## src/rtl/seq_mult_unit_if.sv

```systemverilog
// Handshake and result bus for the iterative multiplier.
// The master side issues start and operands; the slave side returns busy, done and HI/LO.
interface seq_mult_unit_if #(
    parameter int WIDTH = 32
);
    logic             start;
    logic             is_signed;
    logic [WIDTH-1:0] fatorA;
    logic [WIDTH-1:0] fatorB;
    logic             busy;
    logic             done;
    logic [WIDTH-1:0] HI;
    logic [WIDTH-1:0] LO;

    modport master (
        output start, is_signed, fatorA, fatorB,
        input  busy, done, HI, LO
    );

    modport slave (
        input  start, is_signed, fatorA, fatorB,
        output busy, done, HI, LO
    );
endinterface

```

## src/rtl/seq_mult_unit.sv

```systemverilog
// Iterative shift-add multiplier (MULT/MULTU) with a fixed WIDTH+1 cycle latency.
// Signed operands are multiplied as magnitudes, and the sign is applied in FINISH.
module seq_mult_unit #(
    parameter int WIDTH = 32
) (
    input logic           clk,
    input logic           reset,
    seq_mult_unit_if.slave bus
);
    localparam int CW = $clog2(WIDTH);
    localparam logic [CW-1:0] LAST = CW'(WIDTH - 1);

    localparam logic [1:0] IDLE   = 2'd0;
    localparam logic [1:0] RUN    = 2'd1;
    localparam logic [1:0] FINISH = 2'd2;

    logic [1:0]         state;
    logic [2*WIDTH-1:0] acc;
    logic [2*WIDTH-1:0] mcand;
    logic [WIDTH-1:0]   mplier;
    logic [CW-1:0]      count;
    logic               neg;
    logic               done_q;
    logic [WIDTH-1:0]   hi_q;
    logic [WIDTH-1:0]   lo_q;

    // The most negative value maps to 2^(W-1), which still fits as unsigned.
    function automatic logic [WIDTH-1:0] mag(input logic [WIDTH-1:0] x, input logic s);
        return (s && x[WIDTH-1]) ? (~x + 1'b1) : x;
    endfunction

    always_ff @(posedge clk or posedge reset) begin
        if (reset) begin
            state  <= IDLE;
            acc    <= '0;
            mcand  <= '0;
            mplier <= '0;
            count  <= '0;
            neg    <= 1'b0;
            done_q <= 1'b0;
            hi_q   <= '0;
            lo_q   <= '0;
        end else begin
            done_q <= 1'b0;
            case (state)
                IDLE: begin
                    if (bus.start) begin
                        mcand  <= {{WIDTH{1'b0}}, mag(bus.fatorA, bus.is_signed)};
                        mplier <= mag(bus.fatorB, bus.is_signed);
                        acc    <= '0;
                        count  <= '0;
                        neg    <= bus.is_signed & (bus.fatorA[WIDTH-1] ^ bus.fatorB[WIDTH-1]);
                        state  <= RUN;
                    end
                end
                RUN: begin
                    if (mplier[0])
                        acc <= acc + mcand;
                    mcand  <= mcand << 1;
                    mplier <= mplier >> 1;
                    count  <= count + 1'b1;
                    if (count == LAST)
                        state <= FINISH;
                end
                FINISH: begin
                    {hi_q, lo_q} <= neg ? (~acc + 1'b1) : acc;
                    done_q       <= 1'b1;
                    state        <= IDLE;
                end
                default: state <= IDLE;
            endcase
        end
    end

    assign bus.busy = (state != IDLE);
    assign bus.done = done_q;
    assign bus.HI   = hi_q;
    assign bus.LO   = lo_q;
endmodule

```

## src/flat_wrapper.sv

```systemverilog
// flat-port wrapper written by rule: the top's interface ports become plain ports
module seq_mult_unit_flat 
#(
    parameter int WIDTH = 32
)
  (clk, reset, bus_start, bus_is_signed, bus_fatorA, bus_fatorB, bus_busy, bus_done, bus_HI, bus_LO);
  seq_mult_unit_if #(.WIDTH(WIDTH)) bus_i ();
  input logic clk;
  input logic reset;
  input wire logic [$bits(bus_i.start)-1:0] bus_start;
  input wire logic [$bits(bus_i.is_signed)-1:0] bus_is_signed;
  input wire logic [$bits(bus_i.fatorA)-1:0] bus_fatorA;
  input wire logic [$bits(bus_i.fatorB)-1:0] bus_fatorB;
  output wire logic [$bits(bus_i.busy)-1:0] bus_busy;
  output wire logic [$bits(bus_i.done)-1:0] bus_done;
  output wire logic [$bits(bus_i.HI)-1:0] bus_HI;
  output wire logic [$bits(bus_i.LO)-1:0] bus_LO;
  assign bus_i.start = bus_start;
  assign bus_i.is_signed = bus_is_signed;
  assign bus_i.fatorA = bus_fatorA;
  assign bus_i.fatorB = bus_fatorB;
  assign bus_busy = bus_i.busy;
  assign bus_done = bus_i.done;
  assign bus_HI = bus_i.HI;
  assign bus_LO = bus_i.LO;
  seq_mult_unit #(.WIDTH(WIDTH)) u_core (.clk(clk), .reset(reset), .bus(bus_i));
endmodule
```

## config.mk

```make
export PLATFORM = sky130hd
export DESIGN_NAME = seq_mult_unit_flat
export DESIGN_NICKNAME = d
export VERILOG_FILES = /design/src/rtl/seq_mult_unit_if.sv /design/src/rtl/seq_mult_unit.sv /design/src/flat_wrapper.sv
export SDC_FILE = /design/constraint.sdc
export NUM_CORES = 1
export LEC_CHECK = 0
export BUFFER_PORTS_ARGS = -buffer_cell sky130_fd_sc_hd__buf_2
export CELL_PAD_IN_SITES_DETAIL_PLACEMENT = 1
export CELL_PAD_IN_SITES_GLOBAL_PLACEMENT = 2
export CORE_MARGIN = 4
export CORE_UTILIZATION = 37
export CTS_CLUSTER_SIZE = 10
export DETAILED_ROUTE_END_ITERATION = 10
export PLACE_DENSITY_LB_ADDON = 0.08
export SLEW_MARGIN = 20
export SYNTH_ARGS = -nofsm -noshare
export SYNTH_HDL_FRONTEND = slang
export SYNTH_SLANG_ARGS = --single-unit
export TNS_END_PERCENT = 1
```

## constraint.sdc

```tcl
create_clock -name clk -period 8 [get_ports clk]
set_input_delay 0.4 -clock clk [delete_from_list [all_inputs] [get_ports clk]]
set_output_delay 0.4 -clock clk [all_outputs]
set_load 0.01 [all_outputs]
```

## After elaboration in Yosys (flattened, before gate mapping)

Cells that the tools add are included.

- Add/sub/neg operators: 5
- Bitwise gates (word level): 5
- Equality and inequality tests: 6
- Reduce and logical (&&, ||, !) cells: 9
- Mux-type cells: 16

Operators with widths:

| kind | count |
|---|---|
| 64-bit two-way mux | 4 |
| 64-bit one-hot mux with 2 select lines | 2 |
| 32-bit two-way mux | 3 |
| 32-bit by 1-bit adder with 32-bit output, second input constant | 2 |
| 64-bit by 1-bit adder with 64-bit output, second input constant | 1 |
| 64-bit adder | 1 |
| 32-bit NOT | 2 |
| 64-bit NOT | 1 |
| 32-bit one-hot mux with 2 select lines | 1 |
| 5-bit one-hot mux with 2 select lines | 1 |
| 2-bit AND reduction | 3 |
| 5-bit by 1-bit adder with 5-bit output, second input constant | 1 |
| 5-bit == test, second input constant | 1 |
| 5-bit two-way mux | 1 |
| 2-bit two-way mux | 2 |
| 2-bit by 1-bit inequality test with 1-bit output, second input constant | 2 |
| 2-bit one-hot mux with 2 select lines | 1 |
| 2-bit nonzero test | 2 |
| 3-bit AND reduction | 1 |
| 2-bit by 1-bit == test with 1-bit output, second input constant | 1 |
| 2-bit == test, second input constant | 1 |
| 1-bit logical AND | 2 |
| 2-bit logical NOT | 1 |
| 2-bit inequality test, second input constant | 1 |
| 3 further kinds | 3 |

- Bits in registers: 233
- Bits of input ports: 68

## Longest topological paths before layout

Gate-level depths: netlist (run 1).

- Word-level depth: 5
- Mapped depth: 13

## Worst setup path after synthesis (run 1)

Ideal clock, no wire load.

- Path type: reg2reg
- From: register u_core.acc[12]
- To: register u_core.hi_q[16], in the netlist u_core.bus.HI[16]
- Data arrival time: 3,940 ps
- Cell stages (with the launch flop): 12
- Slack: 3,937 ps
- Setup time: 123 ps
- Buffers on the path: 1
- Period minus slack after synthesis: 4,063 ps
- Cells stage by stage: dfrtp_1 > or4_4 > or4_4 > or4_4 > or3b_4 > or3_1 > buf_6 > or3_4 > or3_4 > o31ai_1 > xor2_1 > o21ai_1

- Cells in the longest elaborated chain, start to end: 3

RTL lines:

| item | line | text |
|---|---|---|
| start: declaration | seq_mult_unit.sv:18 | `logic [2*WIDTH-1:0] acc;` |
| start signal: assignment | seq_mult_unit.sv:58 | `acc <= acc + mcand;` |
| 64-bit NOT | seq_mult_unit.sv:66 | `{hi_q, lo_q} <= neg ? (~acc + 1'b1) : acc;` |
| 64-bit by 1-bit adder with 64-bit output | seq_mult_unit.sv:66 |  |
| 64-bit two-way mux | seq_mult_unit.sv:66 |  |
| end signal: assignment | seq_mult_unit.sv:66 |  |
| end: declaration | seq_mult_unit.sv:24 | `logic [WIDTH-1:0] hi_q;` |

Every way passes these cells.
A chain may end at the register's enable or synchronous reset.

## Worst setup path after layout (run 1)

- From: register u_core.acc[12]
- To: register u_core.hi_q[18], in the netlist u_core.bus.HI[18]

Same word-level chain as after synthesis.

==> impl_metrics.json, run 1 <==
{
  "synth_top_family_by_area": "compound AO/OA/AOI/OAI gates",
  "rsz0062_at_grt": "no",
  "cts.clk_slew.worst_paths_ps": 60,
  "start_util_pct": 37.65,
  "die_area_um2": 43900,
  "post-route-drc-count": 0,
  "cts_setup_buffers": 0,
  "drt-initial-drc-count": 690,
  "antenna_found_initial": 1,
  "ir_drop_uv": 148.0,
  "io_buffers": 133,
  "syn-num-nets": 1914,
  "grt_use_total_pct": 20.72,
  "nNetsFinal": 1992,
  "leakage_nw": 7.469,
  "timing.hold.ws_ps": -9.841,
  "crit_type": "reg2reg",
  "detail_route.first_pass.iterations": 5,
  "ys_async_sr_fraction_pct": 100.0,
  "min_path_type": "in2async",
  "crit_top_cell": "or4_4",
  "grt_pass1_wl_mm": 74.95,
  "final_util_pct": 42.57,
  "synth_most_common_cell": "nand2_1",
  "synthTopCellsByArea": "dfrtp_1, o21ai_0, nand2_1",
  "routed_wl_mm": 46.53,
  "post_drt_wl_per_cell_um": 19.42,
  "fmax_mhz": 227.5,
  "synth_edf_count": 0,
  "postSynthCellCount": 1777,
  "num_rows": 73,
  "cap_violations": 0,
  "powerDensity_nw_per_um2": 412.5,
  "drtAntennaViolNets": 0,
  "ctsHoldBuffers": 0,
  "setup_tns_ps": 0,
  "die_w_um": 209.5,
  "synthAdderAreaFrac_pct": 5.795,
  "fin_skew_ps": 17.35,
  "io_pins": 134,
  "cts_resized": 0,
  "overflow": 0,
  "clock-root-buffer": "clkbuf_16",
  "synthTopCellsByCount": "nand2_1, o21ai_0, dfrtp_1, xor2_1, a21oi_1",
  "cp-start-kind": "register",
  "yosysSeqAreaShare_pct": 38.80,
  "synth_top_cell_by_area": "dfrtp_1",
  "total_power_mw": 7.010,
  "hpwlAfterDp_mm": 34.64,
  "synth_compound_area_share_pct": 24.37,
  "area_delta_synth_final_pct": 13.07,
  "routed_via_density": 5.509,
  "path_max_fanout": 9,
  "cp_cell_sequence": "or4_4 -> or4_4 -> or4_4 -> or3b_4 -> or3_1 -> or3_4 -> or3_4 -> o31ai_1 -> xor2_1 -> o21ai_1",
  "violations": "negative hold slack",
  "post-route-period-util_pct": 54.93,
  "worstPathRequired_ps": 8410,
  "synth.ff_latch_count": 233,
  "netlist_area_um2": 15030,
  "htree_levels": 1,
  "synth_flop_cell": "dfrtp_1",
  "drv_slew": 0,
  "synthXorXnorAreaFrac_pct": 10.20,
  "worstSkewPairLatency_ps": 570,
  "ys_warn_count": 0,
  "grt_max_degree": 125,
  "setup_viol_count_final": 0,
  "yosys.area.top_type_share_pct": 38.80,
  "gp_congestion": 0.8519,
  "synth.area.mux_share_pct": 0.3331,
  "slew_headroom_pct": 34.18,
  "core_um2": 39910,
  "clock_path_buffers": 3,
  "end_kind": "register",
  "period_needed_ps": 4395,
  "tightestPinTransition_ps": 987.2,
  "yosysUniqueCellTypes": 63,
  "cts_tree": "yes",
  "status": "complete, but fails checks",
  "num_vias": 13200,
  "die_h_um": 209.5,
  "worstPathArrival_ps": 4810,
  "avgSynthCellArea_um2": 8.456,
  "clock-sinks": 233,
  "layout-drive-gt1-share_pct": 11.55,
  "hold_viol_final": 2,
  "cts-buffers-inserted": 30,
  "grt_pass1_vias": 13480,
  "worst_path_max_delay_cell": "or4_4",
  "synthSimpleGateAreaFrac_pct": 16.84,
  "slowest_delay_ps": 600
}
[power by group]
part	switching [mW]	total, mW	internal, mW
sequential	0.582	2.19	1.61
combinational	2.18	3.54	1.36
clock	0.520	1.27	0.754
[state kept, by name (all words and copies together), names as in the netlist]
signal           cells
u_core.mcand        64
u_core.acc          64
u_core.state         2
u_core.bus.HI       32
u_core.neg           1
u_core.bus.done      1
u_core.bus.LO       32
u_core.mplier       32
u_core.count         5
[placed cells by master (no fill, tap or decap), drive strengths merged, types with 19 or more instances in the layout]
cell type / n
inv: 35
nand2: 293
a22oi: 58
nor2: 80
o31ai: 36
xor2: 114
nand4: 19
dfrtp: 233
xnor2: 61
o21ai: 286
a21oi: 98
ha: 68
nor3: 32
a21o: 34
buf: 145
nand3: 25
clkbuf: 40
[final cells by class]
class	instances	area (µm²)
repair buffers	145	775.7
inverters	35	138.9
fillers	4776	22920
clock buffers	40	839.6
well taps	525	656.9
flip-flops and latches	233	5834
clock inverters	7	65.06
diodes	1	2.502
multi-input cells	1410	8678
[per-stage QoR]
step / worst slack, ps / instances / cell area [µm²]
after floorplan: 1210 / 1777 / 15030
after global placement: 3654 / 2347 / 16050
after detailed placement: 3559 / 2347 / 16050
after CTS: 3553 / 2394 / 16960
after global routing: 3345 / 2395 / 16990
final: 3605 / 2396 / 16990
[cells by family (layout without fill, tap and decap cells)]
logic type                 Yosys count  in the layout
AOI/OAI and AO/OA                  606            606
xor gates and xnor gates           175            175
adders and majority gates           69             69
buffers and inverters              134            227
DFF                                233            233
muxes                                5              5
other                                0              1
and+or+nand+nor                    555            555
[path summary, 6_finish.rpt]
| path | cells after the start | to | slack (ps) | startpoint |
|---|---|---|---|---|
| worst max-delay path | 10 | u_core.bus.HI[18] | 3610 | u_core.acc[12] |
| worst min-delay path | 2 | u_core.bus.LO[18] | -10 | reset |
| worst max register to register | 10 | u_core.bus.HI[18] | 3610 | u_core.acc[12] |
| worst min register to register | 2 | u_core.bus.HI[15] | 470 | u_core.bus.HI[15] |
| max in group asynchronous | 3 | u_core.mcand[6] | 6660 | reset |
| min in group clk | 3 | u_core.neg | 150 | bus_is_signed |
[metal layers]
metal / track usage [%] / routed length (µm) / up-vias
met5: 0 / 0 / -
met4: 3.533 / 591 / 0
met3: 2.511 / 1617 / 43
met2: 31.86 / 20040 / 198
met1: 31.76 / 24280 / 6447
li1: - / - / 6512
[worst max-delay path: cells and delay by family (launching register included)]
kind | cells | cell delay, ps
xor+xnor | 1 | 180
simple gates | 7 | 3280
compound gates | 2 | 310
flops | 1 | 470
Note: power is estimated with default switching activity, not from simulation.
==> run 2: changes to the inputs <==
==> constraint.sdc (replaced) <==
create_clock -name clk -period 4.5 [get_ports clk]
set_input_delay 0.225 -clock clk [delete_from_list [all_inputs] [get_ports clk]]
set_output_delay 0.225 -clock clk [all_outputs]
set_load 0.01 [all_outputs]
==> run 2 against run 1 <==
Effect of this change: the run now ends clean; total power grew 78%; combinational power rose by 84%; critical path type unchanged; flip-flop and latch count stayed put; die area is the same; clock power grew 72%; count of clock-buffer cells in the layout did not move; utilization up 1.1 points; fmax is 6.3% higher; design area is 2.6% higher.
==> impl_metrics.json, run 2 (synthesis gave the netlist of run 1 again) <==
{
  "crit_buf_inv": 0,
  "cts-buffers-inserted": 29,
  "hpwlAfterDp_mm": 34.80,
  "path_max_fanout": 5,
  "worstSkewPairLatency_ps": 570,
  "setup_slack_ps": 367.3,
  "io_pins": 134,
  "leakage_nw": 7.676,
  "nNetsFinal": 2043,
  "clock_path_buffers": 3,
  "cap_violations": 0,
  "cp_cell_sequence": "or4_4 -> or4_4 -> or4_4 -> or3b_4 -> or3_1 -> or3_4 -> or3_4 -> o31ai_1 -> xor2_1 -> o21ai_1",
  "drv_slew": 0,
  "die_w_um": 209.5,
  "gp_congestion": 0.8370,
  "hold_viol_final": 0,
  "rr_startpoint": "u_core.acc[12]",
  "detail_route.first_pass.iterations": 5,
  "min_from": "bus_fatorA[26]",
  "hold_end": "u_core.mcand[26]",
  "tightestPinTransition_ps": 1088,
  "crit_top_cell": "or4_4",
  "timing.hold.ws_ps": 17.94,
  "final_util_pct": 43.67,
  "cts_setup_buffers": 0,
  "start_util_pct": 37.65,
  "core_um2": 39910,
  "pre_cts_slack_ps": 363.8,
  "drtAntennaViolNets": 0,
  "fmax_mhz": 242.0,
  "post-route-period-util_pct": 91.84,
  "num_rows": 73,
  "worst_path_max_delay_cell": "or4_4",
  "ir_drop_uv": 332.5,
  "clock-sinks": 233,
  "post-route-drc-count": 0,
  "routed_wl_mm": 47.09,
  "layout_common_cells": "nand2_1, o21ai_0, dfrtp_1",
  "worstPathRequired_ps": 4930,
  "antenna_found_initial": 1,
  "layout-drive-gt1-share_pct": 11.82,
  "drt-initial-drc-count": 718,
  "grt_max_degree": 145,
  "overflow": 0,
  "timing.rr.end": "u_core.bus.HI[16]",
  "crit_type": "reg2reg",
  "slowest_delay_ps": 560,
  "grt_use_total_pct": 21.11,
  "routed_via_density": 5.516,
  "layout_commonest_cell": "nand2_1",
  "cts.clk_slew.worst_paths_ps": 60,
  "die_area_um2": 43900,
  "cp-start-kind": "register",
  "die_h_um": 209.5,
  "post_drt_wl_per_cell_um": 19.25,
  "r2r_cells": 10,
  "clock-root-buffer": "clkbuf_16",
  "fin_skew_ps": 8.589,
  "area_delta_synth_final_pct": 15.99,
  "htree_levels": 1,
  "largest_registers": "u_core.acc (64), u_core.mcand (64)",
  "grt_pass1_wl_mm": 76.88,
  "worstPathArrival_ps": 4560,
  "min_path_type": "in2reg",
  "slew_headroom_pct": 27.46,
  "fill_cells": 4742,
  "end_kind": "register",
  "setup_viol_count_final": 0,
  "min_path_cells": 3,
  "setup_tns_ps": 0,
  "path_delay_family": "simple AND/OR/NAND/NOR gates",
  "powerDensity_nw_per_um2": 714.7,
  "regArea_um2": 5832,
  "num_vias": 13490,
  "multi_input_area_um2": 8686,
  "rrSetupSlack_ps": 370,
  "cts_tree": "yes",
  "status": "completed",
  "worstSetupPathDepth": 10,
  "period_needed_ps": 4133,
  "total_power_mw": 12.46,
  "rsz0062_at_grt": "no",
  "io_buffers": 133,
  "grt_pass1_vias": 13770
}
run 2: worst max-delay path by stage:
| stage | startpoint | to | slack [ps] |
|---|---|---|---|
| after floorplan | u_core.acc[12] | u_core.bus.HI[16] | 440 |
| after global placement | u_core.acc[12] | u_core.bus.HI[16] | 410 |
| after detailed placement | u_core.acc[12] | u_core.bus.HI[16] | 360 |
| after CTS | u_core.acc[12] | u_core.bus.HI[16] | 360 |
| after global routing | u_core.acc[31] | u_core.bus.HI[17] | 160 |
| final | u_core.acc[12] | u_core.bus.HI[16] | 370 |
run 2: tightest hold or removal path: cells and delay by family:
kind,cells,cell delay [ps]
AOI/OAI and AO/OA,1,130
xor gates and xnor gates,1,70
buffers and inverters,1,120
run 2: area by class of cell:
type                    count  area share [%]
multi-input cells        1410           49.83
well taps                 525           3.769
inverters                  35          0.7753
flip-flops and latches    233           33.46
clock buffers              40           4.630
diodes                      1         0.01436
clock inverters             5          0.3087
repair buffers            197           7.207
run 2: timing repair:
item / in CTS / in global routing
hold buffers: 39 / 0
resized for setup: 0 / 0
endpoints found under the hold margin: 53 / 0
run 2: where the power goes:
part	internal [mW]	switching, mW	total, mW
Combinational	2.47	4.03	6.50
Sequential	2.87	0.914	3.78
Clock	1.28	0.893	2.18
run 2: per-layer routing:
layer	global-route usage, %	part of all wire (%)	up-vias
li1	-	-	6616
met1	32.78	52	6629
met2	32.22	43	210
met3	2.392	4.1	38
met4	3.375	1.1	0
met5	0	0	-
run 2: metrics by stage:
stage | std cells | instance area, µm²
5_1_grt | 2445 | 17430
3_3_place_gp | 2361 | 16170
6_report | 2446 | 17430
2_1_floorplan | 1777 | 15030
4_1_cts | 2445 | 17420
3_5_place_dp | 2361 | 16170
==> run 3: changes to the inputs <==
--- a/config.mk
+++ b/config.mk
@@ -10,6 +10,7 @@
 export CELL_PAD_IN_SITES_GLOBAL_PLACEMENT = 2
 export CORE_MARGIN = 4
 export CORE_UTILIZATION = 37
+export CTS_BUF_LIST = sky130_fd_sc_hd__clkbuf_16
 export CTS_CLUSTER_SIZE = 10
 export DETAILED_ROUTE_END_ITERATION = 10
 export PLACE_DENSITY_LB_ADDON = 0.08
==> run 3 against run 2 <==
Effect of this change: via count barely moved; flip-flop and latch count unchanged; hold slack worse by 2.5 ps; register-to-register slack is essentially flat; total power decreased by 0.84%; worst setup slack better by 2.3 ps; clock power down 4%; global-route usage hardly changed; die area is the same; sequential power about the same; final cell count unchanged.
==> impl_metrics.json, run 3 (synthesis gave the netlist of run 1 again) <==
{
  "status": "completed",
  "cts_tree": "yes",
  "drt-initial-drc-count": 741,
  "final_util_pct": 43.57,
  "detail_route.first_pass.iterations": 4,
  "period_needed_ps": 4130,
  "worstPathRequired_ps": 4930,
  "drtAntennaViolNets": 0,
  "crit_top_cell": "or4_4",
  "min_path_type": "in2reg",
  "drv_slew": 0,
  "leakage_nw": 7.682,
  "fill_cells": 4745,
  "fin_cells": 2446,
  "die_w_um": 209.5,
  "dp.cells": 2361,
  "post_dp_cell_area_um2": 16170,
  "hold_viol_final": 0,
  "nNetsFinal": 2043,
  "start_util_pct": 37.65,
  "fin_area_um2": 17390,
  "num_rows": 73,
  "num_vias": 13490,
  "total_power_mw": 12.35,
  "powerDensity_nw_per_um2": 710.3,
  "post-route-drc-count": 0,
  "grt_max_degree": 145,
  "layout_common_cells": "nand2_1, o21ai_0, dfrtp_1",
  "clock-root-buffer": "clkbuf_16",
  "grt_use_total_pct": 21.08,
  "htree_levels": 1,
  "ir_drop_uv": 333.1,
  "antenna_found_initial": 1,
  "end_kind": "register",
  "grt_pass1_wl_mm": 76.77,
  "crit_type": "reg2reg",
  "routed_via_density": 5.514,
  "cts.clk_slew.worst_paths_ps": 60,
  "setup_viol_count_final": 0,
  "grt_pass1_vias": 13760,
  "slew_headroom_pct": 27.47,
  "cp-start-kind": "register",
  "cts_resized": 0,
  "hpwlAfterDp_mm": 34.80,
  "fin_skew_ps": 8.023,
  "io_buffers": 133,
  "cp_cell_sequence": "or4_4 -> or4_4 -> or4_4 -> or3b_4 -> or3_1 -> or3_4 -> or3_4 -> o31ai_1 -> xor2_1 -> o21ai_1",
  "gp_congestion": 0.8370,
  "die_h_um": 209.5,
  "layout-drive-gt1-share_pct": 11.61,
  "cap_violations": 0,
  "cts-buffers-inserted": 29,
  "tightestPinTransition_ps": 1088,
  "clock_path_buffers": 3,
  "largest_registers": "u_core.acc (64), u_core.mcand (64)",
  "fmax_mhz": 242.1,
  "core_um2": 39910,
  "slowest_delay_ps": 560,
  "worstPathArrival_ps": 4560,
  "setup_tns_ps": 0,
  "post-route-period-util_pct": 91.79,
  "die_area_um2": 43900,
  "overflow": 0,
  "path_max_fanout": 5,
  "io_pins": 134,
  "post_drt_wl_per_cell_um": 19.20,
  "worst_path_max_delay_cell": "or4_4",
  "routed_wl_mm": 46.97,
  "clock-sinks": 233,
  "worstSkewPairLatency_ps": 570,
  "area_delta_synth_final_pct": 15.72,
  "layout_commonest_cell": "nand2_1",
  "rsz0062_at_grt": "no"
}
==> run 3: worst paths after layout <==
check                                   from  depth (start not counted)  slack (ps)                 to
max in group asynchronous              reset                          4        3000   u_core.mcand[50]
max                           u_core.acc[12]                         10         370  u_core.bus.HI[16]
min                           bus_fatorA[26]                          3          20   u_core.mcand[26]
max reg2reg                   u_core.acc[12]                         10         370  u_core.bus.HI[16]
min in group asynchronous              reset                          3         220  u_core.bus.LO[17]
min reg2reg                u_core.bus.LO[29]                          2         470  u_core.bus.LO[29]
==> run 3: power breakdown <==
group	internal [mW]	leakage, nW	switching, mW
clock	1.20	0.431	0.890
sequential	2.87	2.74	0.913
combinational	2.47	4.51	4.01
==> run 3: layout make-up <==
| type | count | area, µm² | share of cell area, % |
|---|---|---|---|
| Antenna cell | 1 | 2.502 | 0.01439 |
| Clock buffer | 29 | 725.7 | 4.173 |
| Clock inverter | 16 | 95.09 | 0.5468 |
| Inverter | 35 | 135.1 | 0.7771 |
| Multi-Input combinational cell | 1410 | 8686 | 49.95 |
| Sequential cell | 233 | 5832 | 33.54 |
| Tap cell | 525 | 656.9 | 3.778 |
| Timing Repair Buffer | 197 | 1256 | 7.224 |
==> run 3: routing by layer <==
layer / up-vias / track usage, % / part of all wire, %
met2: 200 / 32.13 / 43
met5: - / 0 / 0
met3: 40 / 2.392 / 3.9
li1: 6614 / - / -
met4: 0 / 3.375 / 1.2
met1: 6634 / 32.77 / 52
==> run 3: worst max-delay path: cells and delay by family (launching register included) <==
family	cells	cell delay (ps)
and+or+nand+nor	7	3110
DFF	1	380
AOI/OAI and AO/OA	2	320
xor gates and xnor gates	1	190
==> run 3: metrics by stage <==
stage                     hold slack [ps]  setup WS [ps]
after floorplan                     353.1          437.0
after global routing                18.15          160.3
after CTS                           1.112          359.8
after global placement              250.7          405.5
final                               15.41          369.6
after detailed placement            256.9          363.8
==> run 3: repair_timing <==
action	in CTS	in global routing
setup buffers	0	0
endpoints found under the hold margin	53	0
setup endpoints to repair	0	0
hold buffers	39	0
